**config.mk**
```make
export PLATFORM = sky130hd
export DESIGN_NAME = uart
export DESIGN_NICKNAME = d
export VERILOG_FILES = /design/src/rtl/uart_pkg.sv /design/src/rtl/uart_fifo.sv /design/src/rtl/uart.sv
export SDC_FILE = /design/constraint.sdc
export NUM_CORES = 1
export LEC_CHECK = 0
export CAP_MARGIN = 20
export CORE_MARGIN = 5
export CORE_UTILIZATION = 32
export DETAILED_ROUTE_END_ITERATION = 8
export PLACE_DENSITY_LB_ADDON = 0.1
export REMOVE_ABC_BUFFERS = 1
export SYNTH_ARGS = -nofsm -noshare
export SYNTH_HDL_FRONTEND = slang
export SYNTH_SLANG_ARGS = --single-unit
export TNS_END_PERCENT = 20
```
**constraint.sdc**
```tcl
create_clock -name clk -period 5.15 [get_ports clk]
set_input_delay 1.545 -clock clk [delete_from_list [all_inputs] [get_ports clk]]
set_output_delay 1.545 -clock clk [all_outputs]
set_load 0.01 [all_outputs]
```
**src/rtl/uart_pkg.sv**
```systemverilog
// ---------------------------------------------------------------------------
// uart_pkg
// Shared definitions for the 8N1 UART peripheral: register addresses,
// status/control bit positions, the serial FSM state type and the minimum
// baud divisor, plus a helper that clamps a programmed divisor.
// ---------------------------------------------------------------------------
package uart_pkg;

    localparam logic [3:0] UART_DATA = 4'd0;
    localparam logic [3:0] UART_STAT = 4'd1;
    localparam logic [3:0] UART_CTRL = 4'd2;
    localparam logic [3:0] UART_DIV  = 4'd4;

    localparam int STAT_RX_VALID   = 0;
    localparam int STAT_RX_FULL    = 1;
    localparam int STAT_TX_FULL    = 2;
    localparam int STAT_TX_IDLE    = 3;
    localparam int STAT_RX_OVERRUN = 4;
    localparam int STAT_FRAME_ERR  = 5;
    localparam int STAT_TX_DROP    = 6;

    localparam int CTRL_RX_IE  = 0;
    localparam int CTRL_TX_IE  = 1;
    localparam int CTRL_ERR_IE = 2;
    localparam int CTRL_LOOP   = 3;

    localparam logic [15:0] MIN_DIV = 16'd3;

    typedef enum logic [1:0] {
        IDLE  = 2'd0,
        START = 2'd1,
        DATA  = 2'd2,
        STOP  = 2'd3
    } uartState_t;

    // Very small divisors would leave no room to find the middle of a bit,
    // so anything below MIN_DIV is treated as MIN_DIV.
    function automatic logic [15:0] effectiveDiv(input logic [15:0] div);
        return (div < MIN_DIV) ? MIN_DIV : div;
    endfunction

endpackage

```
**src/rtl/uart_fifo.sv**
```systemverilog
// ---------------------------------------------------------------------------
// uart_fifo
// Synchronous FIFO used for both the TX and RX byte queues.
//   clk      : system clock
//   reset    : asynchronous active-low reset, empties the FIFO
//   i_push   : write i_data (ignored when full unless a pop happens too)
//   i_data   : data to write
//   i_pop    : remove the head entry (ignored when empty)
//   o_full   : FIFO holds DEPTH entries
//   o_empty  : FIFO holds no entries
//   o_head   : oldest entry, valid when not empty
// DEPTH must be a power of two and at least 2.
// ---------------------------------------------------------------------------
module uart_fifo #(
    parameter int DEPTH = 4,
    parameter int WIDTH = 8
) (
    input  logic             clk,
    input  logic             reset,
    input  logic             i_push,
    input  logic [WIDTH-1:0] i_data,
    input  logic             i_pop,
    output logic             o_full,
    output logic             o_empty,
    output logic [WIDTH-1:0] o_head
);

    localparam int AW = $clog2(DEPTH);
    localparam logic [AW:0] PTR_ONE = {{AW{1'b0}}, 1'b1};

    logic [AW:0]      r_wrPtr;
    logic [AW:0]      r_rdPtr;
    logic [WIDTH-1:0] r_mem [DEPTH];

    logic w_doPop;
    logic w_doPush;

    // The extra pointer MSB distinguishes full from empty when the index
    // bits match. A push into a full FIFO is still accepted when the same
    // cycle pops, since a slot frees up on that edge.
    assign o_empty  = (r_wrPtr == r_rdPtr);
    assign o_full   = (r_wrPtr[AW] != r_rdPtr[AW]) &&
                      (r_wrPtr[AW-1:0] == r_rdPtr[AW-1:0]);
    assign w_doPop  = i_pop & ~o_empty;
    assign w_doPush = i_push & (~o_full | w_doPop);
    assign o_head   = r_mem[r_rdPtr[AW-1:0]];

    // Pointers wrap naturally through their full width.
    always_ff @(posedge clk or negedge reset) begin
        if (!reset) begin
            r_wrPtr <= '0;
            r_rdPtr <= '0;
        end else begin
            if (w_doPush) r_wrPtr <= r_wrPtr + PTR_ONE;
            if (w_doPop)  r_rdPtr <= r_rdPtr + PTR_ONE;
        end
    end

    // Storage needs no reset; only entries between the pointers are read.
    always_ff @(posedge clk) begin
        if (w_doPush) r_mem[r_wrPtr[AW-1:0]] <= i_data;
    end

endmodule

```
**src/rtl/uart.sv**
```systemverilog
// ---------------------------------------------------------------------------
// uart
// Byte-wide 8N1 UART on the 16-bit I/O bus with TX/RX FIFOs, a programmable
// baud divisor (bit period = max(divisor,3)+1 clocks) and a registered level
// interrupt.
//   clk        : system clock
//   reset      : asynchronous active-low reset
//   io_write   : register write strobe
//   io_read    : register read strobe (pops RX FIFO at address 0)
//   io_addr    : register select (0 data, 1 status, 2 control, 4 divisor)
//   io_wdata   : write data
//   io_rdata   : combinational read data
//   uart_intr  : registered level interrupt
//   rx         : serial input, asynchronous to clk
//   tx         : registered serial output
// Build option: define UART_LOOPBACK_EN to implement control bit 3, which
// routes the internal TX stream into the RX synchroniser and parks tx high.
// ---------------------------------------------------------------------------
module uart
    import uart_pkg::*;
#(
    parameter int          FIFO_DEPTH = 4,
    parameter logic [15:0] DIV_RESET  = 16'd433
) (
    input  logic        clk,
    input  logic        reset,
    input  logic        io_write,
    input  logic        io_read,
    input  logic [3:0]  io_addr,
    input  logic [15:0] io_wdata,
    output logic [15:0] io_rdata,
    output logic        uart_intr,
    input  logic        rx,
    output logic        tx
);

    logic [2:0]  r_ctrl;
    logic [15:0] r_div;
    logic        r_rxOverrun;
    logic        r_frameErr;
    logic        r_txDrop;
    logic        r_intr;

    uartState_t  r_txState;
    logic [15:0] r_txCnt;
    logic [2:0]  r_txIdx;
    logic [7:0]  r_txShift;
    logic        r_tx;

    logic        r_sync1;
    logic        r_sync2;
    logic        r_rxPrev;
    uartState_t  r_rxState;
    logic [15:0] r_rxCnt;
    logic [2:0]  r_rxIdx;
    logic [7:0]  r_rxShift;

    logic [15:0] w_effDiv;
    logic        w_dataWr;
    logic        w_statWr;
    logic        w_ctrlWr;
    logic        w_divWr;
    logic        w_rxRd;
    logic        w_txPop;
    logic        w_txFull;
    logic        w_txEmpty;
    logic [7:0]  w_txHead;
    logic        w_txLine;
    logic        w_txIdle;
    logic        w_rxIn;
    logic        w_rxFall;
    logic        w_rxStopTick;
    logic        w_rxPush;
    logic        w_rxFull;
    logic        w_rxEmpty;
    logic [7:0]  w_rxHead;
    logic        w_overrunSet;
    logic        w_frameErrSet;
    logic        w_txDropSet;
    logic        w_loop;
    logic [6:0]  w_status;

    assign w_effDiv = effectiveDiv(r_div);

    assign w_dataWr = io_write && (io_addr == UART_DATA);
    assign w_statWr = io_write && (io_addr == UART_STAT);
    assign w_ctrlWr = io_write && (io_addr == UART_CTRL);
    assign w_divWr  = io_write && (io_addr == UART_DIV);
    assign w_rxRd   = io_read  && (io_addr == UART_DATA);

`ifdef UART_LOOPBACK_EN
    logic r_loop;
    logic r_txSer;

    // Loop control bit; only exists in the loopback build.
    always_ff @(posedge clk or negedge reset) begin
        if (!reset) begin
            r_loop <= 1'b0;
        end else if (w_ctrlWr) begin
            r_loop <= io_wdata[CTRL_LOOP];
        end
    end

    // Registered copy of the TX stream that feeds the synchroniser in
    // loop mode, so loopback timing matches an external wire.
    always_ff @(posedge clk or negedge reset) begin
        if (!reset) begin
            r_txSer <= 1'b1;
        end else begin
            r_txSer <= w_txLine;
        end
    end

    assign w_loop = r_loop;
    assign w_rxIn = r_loop ? r_txSer : rx;

    // In loop mode the pin idles high while the stream goes inward.
    always_ff @(posedge clk or negedge reset) begin
        if (!reset) begin
            r_tx <= 1'b1;
        end else begin
            r_tx <= r_loop ? 1'b1 : w_txLine;
        end
    end
`else
    assign w_loop = 1'b0;
    assign w_rxIn = rx;

    // The pin is a register so it never glitches on FSM decode.
    always_ff @(posedge clk or negedge reset) begin
        if (!reset) begin
            r_tx <= 1'b1;
        end else begin
            r_tx <= w_txLine;
        end
    end
`endif

    assign tx = r_tx;

    // Control and divisor registers. The divisor is only sampled when a bit
    // counter reloads, so a new value starts at the next bit boundary.
    always_ff @(posedge clk or negedge reset) begin
        if (!reset) begin
            r_ctrl <= 3'b000;
            r_div  <= DIV_RESET;
        end else begin
            if (w_ctrlWr) r_ctrl <= io_wdata[2:0];
            if (w_divWr)  r_div  <= io_wdata;
        end
    end

    uart_fifo #(.DEPTH(FIFO_DEPTH), .WIDTH(8)) u_txFifo (
        .clk     (clk),
        .reset   (reset),
        .i_push  (w_dataWr),
        .i_data  (io_wdata[7:0]),
        .i_pop   (w_txPop),
        .o_full  (w_txFull),
        .o_empty (w_txEmpty),
        .o_head  (w_txHead)
    );

    // A new byte is fetched either from idle or straight out of the stop
    // bit, which is what makes queued frames run back to back.
    assign w_txPop = ~w_txEmpty &&
                     ((r_txState == IDLE) ||
                      ((r_txState == STOP) && (r_txCnt == 16'd0)));
    assign w_txDropSet = w_dataWr && w_txFull && !w_txPop;
    assign w_txIdle    = w_txEmpty && (r_txState == IDLE);

    always_comb begin
        w_txLine = 1'b1;
        case (r_txState)
            START:   w_txLine = 1'b0;
            DATA:    w_txLine = r_txShift[r_txIdx];
            default: w_txLine = 1'b1;
        endcase
    end

    // Transmit sequencer: each state holds for effDiv+1 clocks, counted
    // down to zero, and data goes out LSB first.
    always_ff @(posedge clk or negedge reset) begin
        if (!reset) begin
            r_txState <= IDLE;
            r_txCnt   <= 16'd0;
            r_txIdx   <= 3'd0;
            r_txShift <= 8'h00;
        end else begin
            case (r_txState)
                IDLE: begin
                    if (w_txPop) begin
                        r_txState <= START;
                        r_txShift <= w_txHead;
                        r_txCnt   <= w_effDiv;
                    end
                end
                START: begin
                    if (r_txCnt == 16'd0) begin
                        r_txState <= DATA;
                        r_txIdx   <= 3'd0;
                        r_txCnt   <= w_effDiv;
                    end else begin
                        r_txCnt <= r_txCnt - 16'd1;
                    end
                end
                DATA: begin
                    if (r_txCnt == 16'd0) begin
                        r_txCnt <= w_effDiv;
                        if (r_txIdx == 3'd7) begin
                            r_txState <= STOP;
                        end else begin
                            r_txIdx <= r_txIdx + 3'd1;
                        end
                    end else begin
                        r_txCnt <= r_txCnt - 16'd1;
                    end
                end
                STOP: begin
                    if (r_txCnt == 16'd0) begin
                        if (w_txPop) begin
                            r_txState <= START;
                            r_txShift <= w_txHead;
                            r_txCnt   <= w_effDiv;
                        end else begin
                            r_txState <= IDLE;
                        end
                    end else begin
                        r_txCnt <= r_txCnt - 16'd1;
                    end
                end
                default: r_txState <= IDLE;
            endcase
        end
    end

    // Two-flop synchroniser plus a delayed copy for falling-edge detect.
    // Reset to the idle line level so no false start is seen.
    always_ff @(posedge clk or negedge reset) begin
        if (!reset) begin
            r_sync1  <= 1'b1;
            r_sync2  <= 1'b1;
            r_rxPrev <= 1'b1;
        end else begin
            r_sync1  <= w_rxIn;
            r_sync2  <= r_sync1;
            r_rxPrev <= r_sync2;
        end
    end

    assign w_rxFall      = r_rxPrev & ~r_sync2;
    assign w_rxStopTick  = (r_rxState == STOP) && (r_rxCnt == 16'd0);
    assign w_rxPush      = w_rxStopTick & r_sync2;
    assign w_frameErrSet = w_rxStopTick & ~r_sync2;
    assign w_overrunSet  = w_rxPush & w_rxFull & ~w_rxRd;

    // Receive sequencer: a half-period delay after the falling edge lands
    // the sampling point mid-bit, after which every full period hits the
    // middle of the next bit.
    always_ff @(posedge clk or negedge reset) begin
        if (!reset) begin
            r_rxState <= IDLE;
            r_rxCnt   <= 16'd0;
            r_rxIdx   <= 3'd0;
            r_rxShift <= 8'h00;
        end else begin
            case (r_rxState)
                IDLE: begin
                    if (w_rxFall) begin
                        r_rxState <= START;
                        r_rxCnt   <= w_effDiv >> 1;
                    end
                end
                START: begin
                    if (r_rxCnt == 16'd0) begin
                        if (r_sync2) begin
                            r_rxState <= IDLE;
                        end else begin
                            r_rxState <= DATA;
                            r_rxIdx   <= 3'd0;
                            r_rxCnt   <= w_effDiv;
                        end
                    end else begin
                        r_rxCnt <= r_rxCnt - 16'd1;
                    end
                end
                DATA: begin
                    if (r_rxCnt == 16'd0) begin
                        r_rxShift <= {r_sync2, r_rxShift[7:1]};
                        r_rxCnt   <= w_effDiv;
                        if (r_rxIdx == 3'd7) begin
                            r_rxState <= STOP;
                        end else begin
                            r_rxIdx <= r_rxIdx + 3'd1;
                        end
                    end else begin
                        r_rxCnt <= r_rxCnt - 16'd1;
                    end
                end
                STOP: begin
                    if (r_rxCnt == 16'd0) begin
                        r_rxState <= IDLE;
                    end else begin
                        r_rxCnt <= r_rxCnt - 16'd1;
                    end
                end
                default: r_rxState <= IDLE;
            endcase
        end
    end

    uart_fifo #(.DEPTH(FIFO_DEPTH), .WIDTH(8)) u_rxFifo (
        .clk     (clk),
        .reset   (reset),
        .i_push  (w_rxPush),
        .i_data  (r_rxShift),
        .i_pop   (w_rxRd),
        .o_full  (w_rxFull),
        .o_empty (w_rxEmpty),
        .o_head  (w_rxHead)
    );

    // Sticky error flags: a new event in the same cycle as a clear wins,
    // so no error is ever silently lost.
    always_ff @(posedge clk or negedge reset) begin
        if (!reset) begin
            r_rxOverrun <= 1'b0;
            r_frameErr  <= 1'b0;
            r_txDrop    <= 1'b0;
        end else begin
            if (w_overrunSet) begin
                r_rxOverrun <= 1'b1;
            end else if (w_statWr && io_wdata[STAT_RX_OVERRUN]) begin
                r_rxOverrun <= 1'b0;
            end
            if (w_frameErrSet) begin
                r_frameErr <= 1'b1;
            end else if (w_statWr && io_wdata[STAT_FRAME_ERR]) begin
                r_frameErr <= 1'b0;
            end
            if (w_txDropSet) begin
                r_txDrop <= 1'b1;
            end else if (w_statWr && io_wdata[STAT_TX_DROP]) begin
                r_txDrop <= 1'b0;
            end
        end
    end

    always_comb begin
        w_status = 7'd0;
        w_status[STAT_RX_VALID]   = ~w_rxEmpty;
        w_status[STAT_RX_FULL]    = w_rxFull;
        w_status[STAT_TX_FULL]    = w_txFull;
        w_status[STAT_TX_IDLE]    = w_txIdle;
        w_status[STAT_RX_OVERRUN] = r_rxOverrun;
        w_status[STAT_FRAME_ERR]  = r_frameErr;
        w_status[STAT_TX_DROP]    = r_txDrop;
    end

    // Interrupt is registered, so it trails the status change by a cycle.
    always_ff @(posedge clk or negedge reset) begin
        if (!reset) begin
            r_intr <= 1'b0;
        end else begin
            r_intr <= (r_ctrl[CTRL_RX_IE]  & ~w_rxEmpty) |
                      (r_ctrl[CTRL_TX_IE]  & w_txEmpty)  |
                      (r_ctrl[CTRL_ERR_IE] & (r_rxOverrun | r_frameErr | r_txDrop));
        end
    end

    assign uart_intr = r_intr;

    always_comb begin
        io_rdata = 16'h0000;
        case (io_addr)
            UART_DATA: io_rdata = w_rxEmpty ? 16'h0000 : {8'h00, w_rxHead};
            UART_STAT: io_rdata = {9'h000, w_status};
            UART_CTRL: io_rdata = {12'h000, w_loop, r_ctrl};
            UART_DIV:  io_rdata = r_div;
            default:   io_rdata = 16'h0000;
        endcase
    end

endmodule

```
==> results of run 1 <==
layout make-up:
cell class	count	area share, %
Clock buffer	19	4.62
Clock inverter	13	1.67
Inverter	29	1.11
Multi-Input combinational cell	466	37.8
Sequential cell	161	44.3
Tap cell	335	4.26
Timing Repair Buffer	63	6.21
how the worst max path moves through the flow:
| stage | cells past startpoint | slack [ps] | to | startpoint |
|---|---|---|---|---|
| 2_1_floorplan | 3 | 770 | io_rdata[0] | io_addr[1] |
| 3_3_place_gp | 8 | 70 | io_rdata[4] | io_addr[2] |
| 3_5_place_dp | 8 | 50 | io_rdata[4] | io_addr[2] |
| 4_1_cts | 8 | 30 | io_rdata[4] | io_addr[2] |
| 5_1_grt | 8 | -10 | io_rdata[5] | io_addr[2] |
| 6_report | 8 | 50 | io_rdata[5] | io_addr[2] |
sequential cells by signal (all words and copies together) (netlist names), 2 cells and up, named ones only:
signal            cells
r_ctrl                3
r_div                16
r_rxCnt              16
r_rxIdx               3
r_rxShift             8
r_txCnt              16
r_txIdx               3
r_txShift             8
r_txState             2
u_rxFifo.r_mem       32
u_rxFifo.r_rdPtr      3
u_rxFifo.r_wrPtr      3
u_txFifo.r_mem       32
u_txFifo.r_rdPtr      3
u_txFifo.r_wrPtr      3
cells in the final DEF (no fill, tap or decap), types with 7 or more instances in the layout:
cell,n
a21oi_1,28
a221o_1,11
a22o_1,8
a31oi_1,12
and2_1,16
buf_4,20
clkbuf_16,18
clkdlybuf4s50_1,40
dfrtp_1,88
dfstp_2,9
edfxtp_1,64
ha_1,26
inv_1,29
mux2_2,40
mux4_2,18
nand2_1,45
nand2b_1,11
nand3_1,20
nor2_1,29
nor3_1,13
nor4_1,9
o211ai_1,7
o21ai_0,17
o31ai_1,7
or2_2,7
or3_1,8
xnor2_1,17
xor2_1,9
per-stage QoR:
| stage | area (um^2) | hold slack [ps] | std cells | TNS, ps |
|---|---|---|---|---|
| 4_1_cts | 9810 | 358 | 1085 | 0 |
| 2_1_floorplan | 8180 | 345 | 656 | 0 |
| 6_report | 9840 | 357 | 1086 | 0 |
| 5_1_grt | 9840 | 363 | 1086 | -22.2 |
| 3_5_place_dp | 9190 | 347 | 1053 | 0 |
| 3_3_place_gp | 9190 | 348 | 1053 | 0 |
routing by layer:
metal / track usage [%] / wire, um / vias up
li1: - / - / 2730
met1: 21.3 / 10000 / 2994
met2: 24.5 / 10500 / 111
met3: 3.17 / 837 / 29
met4: 5.75 / 561 / 0
met5: 0 / 0 / -
timing repair:
action                                  4_1_cts  5_1_grt
buffers inserted                              0        0
gates resized for setup                       0        2
endpoints found under the hold margin         0        0
endpoints found under the setup margin        0        4
logic make-up after synthesis:
family	share of synthesized area (%)
and+or+nand+nor	12.5
DFF	52.4
AOI/OAI and AO/OA	14.2
muxes	11.3
buffers and inverters	2.99
xor gates and xnor gates	2.74
adders and majority gates	3.91
synth_stat cells, types with 12 or more instances:
cell / n / area share (%)
a21oi_1: 28 / 1.7
a31oi_1: 12 / 0.90
and2_1: 16 / 1.2
clkbuf_1: 21 / 0.95
dfrtp_1: 88 / 26
edfxtp_1: 64 / 23
ha_1: 26 / 3.9
inv_1: 29 / 1.3
mux2_2: 40 / 5.4
mux4_2: 18 / 4.9
nand2_1: 45 / 2.0
nand3_1: 20 / 1.2
nor2_1: 29 / 1.3
nor3_1: 13 / 0.78
o21ai_0: 18 / 1.1
xnor2_1: 17 / 1.8
critical path: cells and delay by family:
family                 cells  cell delay, ps
and+or+nand+nor            2             220
buffers and inverters      5            1390
AOI/OAI and AO/OA          1             390
power breakdown:
part / internal [mW] / switching, mW / total (mW)
logic: 0.970 / 1.25 / 2.22
clock network: 0.764 / 0.580 / 1.34
registers: 1.59 / 0.317 / 1.91
total: 3.32 / 2.15 / 5.47
==> impl_metrics.toml, run 1 <==
[die]
die_h_um = 171
die_area_um2 = 29300
fp.dieW_um = 171
ioPinCount = 43
rows = 59
floorplan.initialDensity_pct = 32.2
core-area_um2 = 25800

[placement]
dp.final_hpwl_mm = 15.0
io_buffers = 42
dp_slack_ps = 46.9
gp_congestion = 0.797

[routing]
wirelength_mm = 21.9
num_vias = 5864
firstDrtPassIters = 5
avgRoutedWirePerCell_um = 20.2
vias_per_cell = 5.40
postRouteAntennaNets = 0
drt-initial-drc-count = 327
drc = 0

[worst_setup_path]
worst_setup_path_start_kind = "input pin"
required_ps = 3610
crit_path_max_fanout = 9
timing.rr.start = "r_txCnt[0]"
worst-r2r-cell-count = 6
r2r_slack_ps = 1900
r2r_end = "u_txFifo.r_mem[3][5]"
worstPathArrival_ps = 3560
cp_common_cell = "clkdlybuf4s50_1"
end_kind = "output pin"
cp_cell_sequence = "clkdlybuf4s50_1 -> nor4_1 -> buf_4 -> and2_1 -> buf_12 -> a222oi_1 -> inv_1 -> clkdlybuf4s50_1"
timing_worst_setup_path_type = "input pin to output pin"
cpPeakStageDelay_ps = 510
cp_slowest_cell = "clkdlybuf4s50_1"

[power]
ir_drop_v = 0.000197
finalPower_mw = 5.47
power_density_nw_per_um2 = 556
leakage_nw = 3.85

[yosys]
yosysSeqAreaShare_pct = 52.4
synth_warnings = 0
synthesis.area_um2 = 8320
synth_async_sr_flop_share_pct = 60.2
ys.flop_type = "dfrtp_1"
synth.avg_cell_area_um2 = 12.1
synth-edff-count = 64
syn_inst = 686
synthDistinctLibCells = 75
ys_seq_elements = 161

[global_route]
grt_usage_pct = 15.6
grt_pass1_wl_mm = 35.6
grt_pass1_vias = 6065
grt_max_degree = 75
antenna_found_initial = 0
grt_overflow = 0

[cells_and_area]
seq_area_um2 = 4360
fillCellCount = 2515
syn_to_final_growth_pct = 18.3
drive_gt1_share_pct = 18.9
nets = 789
post-route-util_pct = 38.1
multi_input_area_um2 = 3720
antennaDiodeCount = 0

[timing]
fin_ws_ps = 49.8
rsz0062_at_grt = "true"
hold_viol = 0
period_needed_ps = 5100
max_freq_mhz = 196
skew_ps = 13.6
fin_crit_sh_pct = 99.0
tightest_slew_ps = 996
setup_violations = 0
slew_headroom_pct = 33.0
final_max_slew_viol_count = 0

[cts]
cts_made_buffers = 17
cts.path.max_buffers = 2
htreeDepth = 4
cts.clk_slew.worst_paths_ps = 70
clock_sinks = 161
cts_tree = "built"
hold_buffers = 0
clkLatencyLatePin_ps = 430
clock_tree.root_cell = "clkbuf_16"

[worst_hold_path]
hp-class = "flip-flop to flip-flop"
holdPathStages = 0
hold_path_end = "r_sync2"
hp-start = "r_sync1"

[status]
status = "completed"

[job]
cap_violations = 0
No activity file was read; power rests on OpenSTA's default activity.
==> inputs of run 2 (changes only) <==
--- a/config.mk
+++ b/config.mk
@@ -5,7 +5,10 @@
 export SDC_FILE = /design/constraint.sdc
 export NUM_CORES = 1
 export LEC_CHECK = 0
+export ABC_CLOCK_PERIOD_IN_PS = 5150
 export CAP_MARGIN = 20
+export CELL_PAD_IN_SITES_DETAIL_PLACEMENT = 2
+export CELL_PAD_IN_SITES_GLOBAL_PLACEMENT = 2
 export CORE_MARGIN = 5
 export CORE_UTILIZATION = 32
 export DETAILED_ROUTE_END_ITERATION = 8
==> impl_metrics.toml, run 2 (synthesized netlist as in run 1, its figures left out) <==
[cells_and_area]
antennaDiodeCount = 0
syn_to_final_growth_pct = 18.1
mostFrequentLayoutCells = "dfrtp_1, edfxtp_1, nand2_1, clkdlybuf4s50_1, mux2_2"
drive_gt1_share_pct = 19.3
nets = 790
final_common_cell = "dfrtp_1"
post-route-util_pct = 38.0
fin_area_um2 = 9820

[timing]
hold_viol = 0
rsz0062_at_grt = "false"
final.setup.tns_ps = 0
period_needed_ps = 5020
final_max_slew_viol_count = 0
max_freq_mhz = 199
setup_violations = 0
fin_crit_sh_pct = 97.4
skew_ps = 16.5
worst_hold_slack_ps = 359
slew_headroom_pct = 33.8
tightest_slew_ps = 988

[worst_setup_path]
timing_worst_setup_path_type = "input pin to output pin"
required_ps = 3610
cp_cell_sequence = "clkdlybuf4s50_1 -> buf_4 -> nor4b_4 -> buf_4 -> a222oi_1 -> nand2_1 -> clkdlybuf4s50_1"
worstPathArrival_ps = 3470
critPathTopFamily = "buffers and inverters"
worst_setup_path_start_kind = "input pin"
timing.rr.start = "r_txCnt[3]"
end_kind = "output pin"
cpPeakStageDelay_ps = 550
cp_slowest_cell = "clkdlybuf4s50_1"
crit_path_max_fanout = 8
startpoint = "io_addr[1]"
critPathBufInv = 4

[die]
rows = 59
core-area_um2 = 25800
floorplan.initialDensity_pct = 32.2
ioPinCount = 43
die_h_um = 171
die_area_um2 = 29300
fp.dieW_um = 171

[worst_hold_path]
hp-start = "r_sync1"
hp-class = "flip-flop to flip-flop"

[cts]
clock_tree.root_cell = "clkbuf_16"
cts.path.max_buffers = 2
ctsResizeCount = 0
clock_sinks = 161
cts_tree = "built"
cts_made_buffers = 17
cts_setup_buffers = 0
htreeDepth = 4
hold_buffers = 0
clkLatencyLatePin_ps = 440
cts.clk_slew.worst_paths_ps = 70

[global_route]
grt_max_degree = 49
grt_util_met2_pct = 31.9
grt_usage_pct = 18.1
grt_overflow = 0
grt_pass1_wl_mm = 41.1
grt_pass1_vias = 6933
grtUsageMet1_pct = 23.7
gr-usage-met3_pct = 2.28
top_usage_layer = "met2"
antenna_found_initial = 0

[power]
leakage_nw = 3.83
power_density_nw_per_um2 = 568
finalPower_mw = 5.58
ir_drop_v = 0.000208

[placement]
gp_congestion = 0.802
dp.final_hpwl_mm = 17.9
io_buffers = 42
post_dp_cell_area_um2 = 9210

[routing]
wirelength_mm = 25.5
postRouteAntennaNets = 0
avgRoutedWirePerCell_um = 23.5
drt-initial-drc-count = 322
firstDrtPassIters = 4
drc = 0
vias_per_cell = 5.52
num_vias = 6005

[status]
status = "completed"

[job]
cap_violations = 0
==> run 2: changes by cell type in the layout (fill, tap and decap cells not counted), moves of 2 or more <==
cell,delta
clkinv_8,+4
bufinv_16,-2
inv_6,-2
inv_8,+2
==> run 2: routing by layer <==
layer | vias to the layer above | part of all wire [%]
li1 | 2731 | -
met1 | 3186 | 45
met2 | 69 | 52
met3 | 19 | 2.0
met4 | 0 | 1.3
met5 | - | 0
==> run 2: path summary, 6_finish.rpt <==
path / slack [ps] / cells after the start / to
max reg2reg: 1780 / 4 / u_txFifo.r_mem[3][4]
min in group asynchronous: 1150 / 1 / r_txCnt[14]
min reg2reg: 360 / 0 / r_sync2
max: 130 / 7 / io_rdata[2]
min: 360 / 0 / r_sync2
max in group asynchronous: 3100 / 2 / r_div[4]
==> run 2: layout make-up <==
cell class              count  area [um^2]
repair buffers             64          593
inverters                  29          109
flip-flops and latches    161         4360
clock buffers              17          425
clock inverters            15          181
multi-input cells         466         3740
fillers                  2683        16000
well taps                 335          419
==> run 2: worst register-to-register path: stages, from the launching register on <==
cell and delay [ps]:
dfrtp_1 440, nor3_1 540, nand4_1 590, o31ai_1 810
and3_1 630
==> run 2: where the power goes <==
| group | switching (mW) | total, mW | internal [mW] |
|---|---|---|---|
| sequential | 0.313 | 1.90 | 1.59 |
| clock | 0.654 | 1.32 | 0.663 |
| combinational | 1.38 | 2.36 | 0.978 |
| total | 2.35 | 5.58 | 3.23 |
==> run 2: metrics by stage <==
| step | instances | worst slack, ps |
|---|---|---|
| 2_1_floorplan | 656 | 774 |
| 3_3_place_gp | 1054 | 146 |
| 3_5_place_dp | 1054 | 76.8 |
| 4_1_cts | 1086 | 65.3 |
| 5_1_grt | 1087 | 38.5 |
| 6_report | 1087 | 132 |
==> inputs of run 3 (changes only) <==
--- a/config.mk
+++ b/config.mk
@@ -10,10 +10,11 @@
 export CELL_PAD_IN_SITES_DETAIL_PLACEMENT = 2
 export CELL_PAD_IN_SITES_GLOBAL_PLACEMENT = 2
 export CORE_MARGIN = 5
-export CORE_UTILIZATION = 32
+export CORE_UTILIZATION = 25
 export DETAILED_ROUTE_END_ITERATION = 8
 export PLACE_DENSITY_LB_ADDON = 0.1
 export REMOVE_ABC_BUFFERS = 1
+export SKIP_CTS_REPAIR_TIMING = 1
 export SYNTH_ARGS = -nofsm -noshare
 export SYNTH_HDL_FRONTEND = slang
 export SYNTH_SLANG_ARGS = --single-unit
==> impl_metrics.toml, run 3 (synthesized netlist as in run 1, its figures left out) <==
[status]
status = "completed"

[global_route]
grt_overflow = 0
antenna_found_initial = 3
grt_max_degree = 50
grt_usage_pct = 16.0
grt_pass1_vias = 6954
grt_pass1_wl_mm = 44.0

[routing]
firstDrtPassIters = 4
postRouteAntennaNets = 0
num_vias = 6058
avgRoutedWirePerCell_um = 23.8
vias_per_cell = 5.06
wirelength_mm = 28.4
drc = 0
drt-initial-drc-count = 213

[worst_setup_path]
worst-r2r-cell-count = 4
r2r_slack_ps = 1680
worstPathArrival_ps = 3500
critPathBufInv = 3
crit_path_max_fanout = 9
r2r_end = "u_txFifo.r_mem[3][7]"
cp_slowest_cell = "clkdlybuf4s50_1"
cp_common_cell = "clkdlybuf4s50_1"
timing.rr.start = "r_txCnt[2]"
end_kind = "output pin"
critPathTopFamily = "buffers and inverters"
cp_cell_sequence = "clkdlybuf4s50_1 -> nor4_2 -> and2_1 -> buf_12 -> nand2_1 -> nand3_1 -> clkdlybuf4s50_1"
timing_worst_setup_path_type = "input pin to output pin"
required_ps = 3610
cpPeakStageDelay_ps = 560
worst_setup_path_start_kind = "input pin"

[timing]
fin_ws_ps = 106
fin_crit_sh_pct = 97.9
hold_viol = 0
rsz0062_at_grt = "false"
slew_headroom_pct = 27.1
skew_ps = 8.62
setup_violations = 0
final.setup.tns_ps = 0
max_freq_mhz = 198
tightest_slew_ps = 1090
final_max_slew_viol_count = 0
period_needed_ps = 5040

[die]
die_area_um2 = 37000
ioPinCount = 43
rows = 66
core-area_um2 = 32700
fp.dieW_um = 192
die_h_um = 192
floorplan.initialDensity_pct = 25.4

[placement]
io_buffers = 42
gp_congestion = 0.805
dp_slack_ps = -7.45
dp_cells = 1161
dp.final_hpwl_mm = 20.2

[cells_and_area]
fin_cells = 1197
syn_to_final_growth_pct = 19.9
nets = 792
mostFrequentLayoutCells = "dfrtp_1, edfxtp_1, nand2_1, mux2_2, clkdlybuf4s50_1"
final_common_cell = "dfrtp_1"
drive_gt1_share_pct = 19.2
post-route-util_pct = 30.5

[power]
ir_drop_v = 0.000253
leakage_nw = 3.85
power_density_nw_per_um2 = 565

[cts]
cts.path.max_buffers = 2
htreeDepth = 4
clock_sinks = 161
cts_made_buffers = 17
clkLatencyLatePin_ps = 450
cts_tree = "built"
clock_tree.root_cell = "clkbuf_16"
cts.clk_slew.worst_paths_ps = 60

[worst_hold_path]
holdPathStages = 0
hp-start = "r_sync1"
hold_path_end = "r_sync2"
hp-class = "flip-flop to flip-flop"

[job]
cap_violations = 0
==> run 3: per-layer routing <==
layer | track usage [%] | routed length (um)
met3 | 3.60 | 1020
met5 | 0 | 21
met2 | 26.8 | 13900
met4 | 4.80 | 525
met1 | 20.6 | 13000
==> run 3: through the flow <==
stage	power (mW)	area [um^2]	hold WS (ps)
floorplan	3.45	8180	345
finish	5.64	9980	356
global placement	4.25	9320	348
CTS	5.73	9930	358
global route	6.04	9970	363
detailed placement	4.36	9330	347
==> run 3: layout make-up <==
class / count / area (um^2)
Timing Repair Buffer: 66 / 623
Fill cell: 3514 / 22700
Clock buffer: 22 / 474
Clock inverter: 10 / 126
Tap cell: 442 / 553
Multi-Input combinational cell: 466 / 3730
Inverter: 29 / 109
Sequential cell: 161 / 4360
Antenna cell: 1 / 2.50
==> run 3: report_power, final <==
group,internal (mW),switching [mW]
combinational,0.977,1.38
sequential,1.59,0.360
clock,0.758,0.571
total,3.33,2.31
==> run 3: worst max path at each step <==
stage                     startpoint  depth (start not counted)  slack, ps          end
after floorplan           io_addr[1]                          3        770  io_rdata[0]
after global placement    io_addr[1]                          8         60  io_rdata[0]
after detailed placement  io_addr[1]                          7         -7  io_rdata[3]
after CTS                 io_addr[1]                          7         -9  io_rdata[1]
after global routing      io_addr[1]                          7         20  io_rdata[1]
final                     io_addr[1]                          7        110  io_rdata[1]
